<file path="config.mk">
export PLATFORM = sky130hd
export DESIGN_NAME = clk_edge_monitor
export DESIGN_NICKNAME = d
export VERILOG_FILES = /design/src/rtl/clk_edge_monitor.sv
export SDC_FILE = /design/constraint.sdc
export NUM_CORES = 1
export LEC_CHECK = 0
export BUFFER_PORTS_ARGS = -buffer_cell sky130_fd_sc_hd__buf_2
export CORE_ASPECT_RATIO = 0.75
export CORE_MARGIN = 4
export CORE_UTILIZATION = 45
export CTS_BUF_LIST = sky130_fd_sc_hd__clkbuf_4
export DETAILED_ROUTE_END_ITERATION = 7
export PLACE_DENSITY_LB_ADDON = 0.05
export SLEW_MARGIN = 10
export SYNTH_ARGS = -nofsm -noshare
export SYNTH_HDL_FRONTEND = slang
export SYNTH_SLANG_ARGS = --single-unit
</file>
<file path="constraint.sdc">
create_clock -name clk_100mhz -period 4.5 [get_ports clk_100mhz]
set_input_delay 0.9 -clock clk_100mhz [delete_from_list [all_inputs] [get_ports clk_100mhz]]
set_output_delay 0.9 -clock clk_100mhz [all_outputs]
set_load 0.005 [all_outputs]
</file>
<file path="src/rtl/clk_edge_monitor.sv">
// clk_edge_monitor
//
// Receive-side companion to the 100 MHz -> 25 MHz SD clock divider. Samples
// the divided clock in the clk_100mhz domain and turns its edges into
// single-cycle strobes. It also measures the rise-to-rise period, declares
// lock after a run of in-tolerance periods, and flags loss of lock.
//
// Optional feature macro: CLK_MON_STATS_EN
//   When it is defined, bad_cnt counts bad periods and timeout entries,
//   saturating at 16'hFFFF. When it is undefined, bad_cnt is tied to zero.
//
// Ports:
//   clk_100mhz   in   system clock
//   rst_n        in   asynchronous active-low reset
//   clk_in       in   monitored divided clock (asynchronous)
//   clear_err    in   single-cycle clear of err_sticky (a set wins)
//   rise_stb     out  one-cycle strobe per detected rising edge
//   fall_stb     out  one-cycle strobe per detected falling edge
//   period       out  last measured rise-to-rise period, in clk_100mhz cycles
//   period_valid out  period holds a real measurement
//   locked       out  divided clock is stable within tolerance
//   err_sticky   out  lock was lost since the last clear
//   bad_cnt      out  saturating count of bad periods and timeouts
module clk_edge_monitor #(
  parameter int EXPECTED_PERIOD = 4,
  parameter int TOLERANCE       = 0,
  parameter int LOCK_COUNT      = 8,
  parameter int TIMEOUT         = 64,
  parameter int PERIOD_W        = 8
) (
  input  logic                clk_100mhz,
  input  logic                rst_n,
  input  logic                clk_in,
  input  logic                clear_err,
  output logic                rise_stb,
  output logic                fall_stb,
  output logic [PERIOD_W-1:0] period,
  output logic                period_valid,
  output logic                locked,
  output logic                err_sticky,
  output logic [15:0]         bad_cnt
);

  localparam int GOOD_W = $clog2(LOCK_COUNT + 1);

  localparam logic [PERIOD_W-1:0] TIMEOUT_V  = PERIOD_W'(TIMEOUT);
  localparam logic [PERIOD_W-1:0] TIMEOUT_M1 = PERIOD_W'(TIMEOUT - 1);
  localparam logic [GOOD_W-1:0]   LOCK_V     = GOOD_W'(LOCK_COUNT);

  // Tolerance window bounds. The lower bound is clamped at zero so a large
  // tolerance never wraps the unsigned comparison.
  localparam logic [31:0] GOOD_LO = (EXPECTED_PERIOD > TOLERANCE) ?
                                    32'(EXPECTED_PERIOD - TOLERANCE) : 32'd0;
  localparam logic [31:0] GOOD_HI = 32'(EXPECTED_PERIOD + TOLERANCE);

  typedef enum logic [1:0] {
    UNLOCKED = 2'd0,
    ACQUIRE  = 2'd1,
    LOCKED   = 2'd2
  } state_t;

  logic                s0;
  logic                s1;
  logic                s2;
  logic [PERIOD_W-1:0] cnt;
  logic                have_ref;
  state_t              state;
  logic [GOOD_W-1:0]   good_cnt;

  logic                rise;
  logic                fall;
  logic [PERIOD_W-1:0] meas;
  logic [31:0]         meas_ext;
  logic                meas_valid;
  logic                period_good;
  logic                timeout_hit;
  logic                lock_lost;

  assign rise = s1 & ~s2;
  assign fall = ~s1 & s2;

  // cnt is zeroed on the strobe edge of a rise, so the rise-to-rise distance
  // is one more than the count held in the cycle before the next strobe.
  assign meas     = cnt + PERIOD_W'(1);
  assign meas_ext = 32'(meas);

  // Only a rise that follows another rise (with no timeout in between)
  // carries a real measurement. have_ref can only be set while cnt is below
  // TIMEOUT, so meas never wraps here.
  assign meas_valid  = rise & have_ref;
  assign period_good = (meas_ext >= GOOD_LO) && (meas_ext <= GOOD_HI);

  // Fires on the single cycle whose edge brings cnt up to TIMEOUT; once cnt
  // sits at TIMEOUT it stops counting, so this never re-fires until a rise.
  assign timeout_hit = ~rise & (cnt == TIMEOUT_M1);

  assign lock_lost = (state == LOCKED) &
                     (timeout_hit | (meas_valid & ~period_good));

  // Synchronizer, edge strobes and period measurement.
  always_ff @(posedge clk_100mhz or negedge rst_n) begin
    if (!rst_n) begin
      s0           <= 1'b0;
      s1           <= 1'b0;
      s2           <= 1'b0;
      rise_stb     <= 1'b0;
      fall_stb     <= 1'b0;
      cnt          <= '0;
      period       <= '0;
      period_valid <= 1'b0;
      have_ref     <= 1'b0;
    end else begin
      s0       <= clk_in;
      s1       <= s0;
      s2       <= s1;
      rise_stb <= rise;
      fall_stb <= fall;

      if (rise) begin
        cnt <= '0;
      end else if (cnt != TIMEOUT_V) begin
        cnt <= cnt + PERIOD_W'(1);
      end

      if (meas_valid) begin
        period <= meas;
      end

      if (rise) begin
        have_ref <= 1'b1;
      end else if (timeout_hit) begin
        have_ref <= 1'b0;
      end

      if (meas_valid) begin
        period_valid <= 1'b1;
      end else if (timeout_hit) begin
        period_valid <= 1'b0;
      end
    end
  end

  // Lock FSM. In ACQUIRE the lock is granted by a good rise that arrives
  // after LOCK_COUNT good periods are already counted, so the final rise
  // confirms the run rather than merely completing it.
  always_ff @(posedge clk_100mhz or negedge rst_n) begin
    if (!rst_n) begin
      state      <= UNLOCKED;
      good_cnt   <= '0;
      locked     <= 1'b0;
      err_sticky <= 1'b0;
    end else begin
      case (state)
        UNLOCKED: begin
          if (rise) begin
            state    <= ACQUIRE;
            good_cnt <= '0;
          end
        end
        ACQUIRE: begin
          if (timeout_hit) begin
            state <= UNLOCKED;
          end else if (meas_valid) begin
            if (!period_good) begin
              good_cnt <= '0;
            end else if (good_cnt == LOCK_V) begin
              state  <= LOCKED;
              locked <= 1'b1;
            end else begin
              good_cnt <= good_cnt + GOOD_W'(1);
            end
          end
        end
        LOCKED: begin
          if (lock_lost) begin
            state  <= UNLOCKED;
            locked <= 1'b0;
          end
        end
        default: begin
          state  <= UNLOCKED;
          locked <= 1'b0;
        end
      endcase

      // A loss in the same cycle as a clear keeps the flag set.
      if (lock_lost) begin
        err_sticky <= 1'b1;
      end else if (clear_err) begin
        err_sticky <= 1'b0;
      end
    end
  end

`ifdef CLK_MON_STATS_EN
  logic bad_event;

  assign bad_event = timeout_hit | (meas_valid & ~period_good);

  always_ff @(posedge clk_100mhz or negedge rst_n) begin
    if (!rst_n) begin
      bad_cnt <= '0;
    end else if (bad_event && (bad_cnt != 16'hFFFF)) begin
      bad_cnt <= bad_cnt + 16'd1;
    end
  end
`else
  assign bad_cnt = 16'd0;
`endif

endmodule

</file>
==> out/qor_table.md <==
| Group | Parameter | This run |
|:---|:---|:---|
| status | Result of the run | completed |
| layout | Fin area | 1680 µm² |
| floorplan | Die width | 76.6 µm |
| logic synthesis | Biggest area contributors in the synthesized netlist | sky130_fd_sc_hd__dfrtp_1, sky130_fd_sc_hd__buf_4, sky130_fd_sc_hd__o21ai_0 |
| logic synthesis | Async SR Flop Fraction | 100% |
| logic synthesis | Flip-flop and latch count after synthesis | 31 |
| sta | Share of the cycle needed by the critical path after routing | 44.2% |
| sta | Unrepaired setup endpoints after global routing | false |
| floorplan | Core box area | 3330 µm² |
| drt | Total routed wire length on the met1 layer | 1430 µm |
| logic synthesis | Area fraction in compound gates after synthesis | 14.6% |
| critical path | Arrival time reported for the critical path endpoint | 2.23 ns |
| cts | Clock tree buffer depth | 2 |
| critical path | Critical path cell sequence | ha_1, a211o_1, a211oi_2, a21oi_1, mux2i_1 |
| logic synthesis | Post-synthesis share of cell area spent on and, or, nand and nor gates | 15.8% |
| sta | Final number of max-transition violations | 0 |
| hold path | Class of the tightest hold or removal check | flip-flop to flip-flop |
| flow run | Count of max-cap constraint violations | 0 |
| cts | TritonCTS buffer count | 5 |
| global routing | Vias in the first global route | 1064 |
| cts | Clock-pin slew reported for the worst setup and hold paths after clock tree synthesis | 0.09 ns |
| critical path | Count of buffering cells on the critical path with inverters included | 0 |
| sta | Rel. slew slack | 54.7% |
| drt | First-pass detailed-route iteration total | 4 |
| logic synthesis | Post-Synth Adder-Cell Area | 3.94% |
| logic synthesis | Area share of the largest cell type after synthesis | 48.8% |
| drt | DRC viols | 0 |
| drt | Met2 WL | 1270 µm |
| placed design | RePlAce Congestion | 0.884 |
| critical path | Family with the most delay on the worst path | compound AO/OA/AOI/OAI gates |
| sta | Final min period | 1.99 ns |
| placed design | Total cell area at the placement stage | 1630 µm² |
| sta | Post-route clock skew | 0.0139 ns |
| critical path | Critical path fanouts, max | 12 |
| critical path | Flop2flop setup slack | 2.51 ns |
| layout | Share of layout cells above drive strength 1 | 19.2% |
| sta | Sum of negative setup slack | 0 ns |
| global routing | Aggregate global-route resource usage | 14.4% |
| logic synthesis | Cell area after synthesis | 1590 µm² |
| cts | Number of H-tree branching levels | 2 |
| power | Leakage dissipation | 0.822 nW |
| critical path | Setup crit start kind | flip-flop |
| critical path | Required time of the critical path | 4.75 ns |
| layout | Number of antenna diodes | 0 |
| power | Peak supply drop | 0.000236 V |
| logic synthesis | Synth area leader | sky130_fd_sc_hd__dfrtp_1 |
| drt | Detailed-route via count | 1107 |
| logic synthesis | Syn. warnings | 0 |
| floorplan | Die Y-Extent | 59.5 µm |
| cts | Resize count post-CTS | 0 |
| layout | Number of non-filler instances in the completed layout | 217 |
| drt | Post-detailed-routing wire length | 2900 µm |
| floorplan | Ports | 33 |
| cts | Number of buffers added for setup after CTS | 0 |
| global routing | GR Overflow Total | 0 |
| sta | Fmax | 503 MHz |
| drt | Routed wire per std cell | 13.4 µm |
| critical path | Worst setup EP type | flip-flop |
| placed design | Detailed-placement wirelength estimate | 2120 µm |
| drt | Total length of routed met3 wires | 177 µm |
| floorplan | Initial Utilization | 47.7% |
| critical path | Critical-path cell with the highest stage delay | sky130_fd_sc_hd__dfrtp_1 |
| placed design | Total placed cells including tap cells | 209 |
| layout | Finished Core Util | 50.4% |
| critical path | CP peak stage delay | 0.52 ns |
| drt | Drt initial violations | 67 |
| drt | Uppermost layer routed | met4 |
| logic synthesis | Post-synth EDFFs | 0 |
| floorplan | Area enclosed by the die boundary | 4560 µm² |
| power | Total Power Consumption | 0.000627 W |
| logic synthesis | Synthesized area divided by synthesized cell count | 9.99 µm² |
| critical path | Worst setup path category | flip-flop to flip-flop |
| drt | Via-to-Cell Ratio | 5.10 |
| logic synthesis | Syn Inst Count | 159 |
| cts | Number of hold-repair buffers added at the cts stage | 0 |
| cts | TritonCTS clock tree | built |
| layout | Area Overhead vs Synth | 5.67% |
| logic synthesis | Share of the yosys chip area belonging to registers | 48.8% |
| layout | Total number of nets in the final design | 185 |
| logic synthesis | Number of library cell types mapped by synthesis | 45 |
| sta | Final setup violation count | 0 |
| global routing | Initial antenna violation count | 0 |
| logic synthesis | Fraction of synthesized cell area in xor and xnor cells | 3.31% |
| logic synthesis | Share of synthesized area spent on multiplexers | 1.34% |
| drt | Count of antenna-violating nets left after detailed routing | 0 |
| placed design | Port Buf Inserts | 16 |
| power | Cell Pwr Density | 373 nW/µm² |
| floorplan | Number of cell rows | 18 |
| cts | TritonCTS Sinks | 31 |
| global routing | Wire length of the first global-routing pass | 5000 µm |
| logic synthesis | Post-synth top flop | sky130_fd_sc_hd__dfrtp_1 |
| sta | Slew @ Worst Pin | 0.680 ns |
| cts | Master cell of the clock root buffer | sky130_fd_sc_hd__clkbuf_4 |
| global routing | Maximum number of pins on one net before global-route repair | 32 |
| sta | Final hold viol count | 0 |
| cts | Clock latency at the later pin of the worst-skew pair | 0.33 ns |
| logic synthesis | Combinational family with the most area after synthesis | simple AND/OR/NAND/NOR gates |
## Yosys cell counts, types with 2 or more instances
master,instances
sky130_fd_sc_hd__a211o_1,2
sky130_fd_sc_hd__a211oi_2,2
sky130_fd_sc_hd__a21oi_1,4
sky130_fd_sc_hd__a22o_1,2
sky130_fd_sc_hd__buf_4,16
sky130_fd_sc_hd__clkbuf_1,2
sky130_fd_sc_hd__dfrtp_1,31
sky130_fd_sc_hd__ha_1,5
sky130_fd_sc_hd__inv_1,10
sky130_fd_sc_hd__nand2_1,15
sky130_fd_sc_hd__nand3_1,4
sky130_fd_sc_hd__nand4_1,3
sky130_fd_sc_hd__nor2_1,10
sky130_fd_sc_hd__nor2b_1,3
sky130_fd_sc_hd__nor3_1,2
sky130_fd_sc_hd__o21ai_0,14
sky130_fd_sc_hd__o21ai_1,2
sky130_fd_sc_hd__xor2_1,5
## area by class of cell
| class | instances | area (µm²) |
|---|---|---|
| multi-input cells | 111 | 679 |
| clock inverters | 3 | 15.0 |
| inverters | 11 | 41.3 |
| fillers | 326 | 1650 |
| flip-flops and latches | 31 | 776 |
| clock buffers | 5 | 37.5 |
| repair buffers | 16 | 80.1 |
| well taps | 40 | 50.0 |
## per-stage QoR
step / setup slack, ns / hold WS, ns
5_1_grt: 2.33 / 0.380
4_1_cts: 2.52 / 0.358
2_1_floorplan: 2.69 / 0.331
3_3_place_gp: 2.61 / 0.335
6_report: 2.51 / 0.355
3_5_place_dp: 2.53 / 0.336
## placed cells by master (no fill, tap or decap), drive strengths merged
cell and n:
nor3 2, inv 10, o21ai 16, nand3b 2, nor2 10, clkbuf 5
o22ai 1, xor2 5, o32ai 1, nand2b 2, o2111ai 1, a211oi 3
nand3 4, nor4 1, nand4 3, and3 1, a32o 1, and4 2
xnor2 1, a22o 2, and2b 1, mux2i 1, a21o 1, nand2 16
a211o 2, ha 5, or4 1, dfrtp 31, buf 16, a21oi 4
conb 16, clkinv 4, a31oi 1, nor2b 3, a2111oi 1, mux2 1
## logic make-up after synthesis
| group | count (synthesis) |
|---|---|
| simple gates | 48 |
| compound gates | 34 |
| buf+inv | 32 |
| flops | 31 |
| xor+xnor | 6 |
| fa+ha+maj | 5 |
| mux | 2 |
| other cells | 1 |
## flip-flops by register name, summed over array words and instances, names as in the netlist
signal        count
cnt               8
period            8
good_cnt          4
state             2
err_sticky        1
fall_stb          1
have_ref          1
locked            1
period_valid      1
rise_stb          1
s0                1
s1                1
s2                1
## routing by layer
metal | track usage [%] | vias to the layer above
met1 | 19.3 | 524
met3 | 4.71 | 4
met5 | 0 | -
li1 | - | 551
met2 | 21.7 | 28
met4 | 6.20 | 0
## worst paths after layout
path / cells past startpoint / startpoint / end
setup / recovery: 5 / cnt[0] / good_cnt[0]
hold / removal: 0 / s0 / s1
setup reg to reg: 5 / cnt[0] / good_cnt[0]
hold reg to reg: 0 / s0 / s1
max in group asynchronous: 1 / rst_n / cnt[1]
min in group asynchronous: 1 / rst_n / period_valid
## power by group
group | switching [W] | internal, W
Clock | 0.0000982 | 0.0000581
Sequential | 0.0000399 | 0.000311
Combinational | 0.0000685 | 0.0000513
No activity file was read; power rests on OpenSTA's default activity.
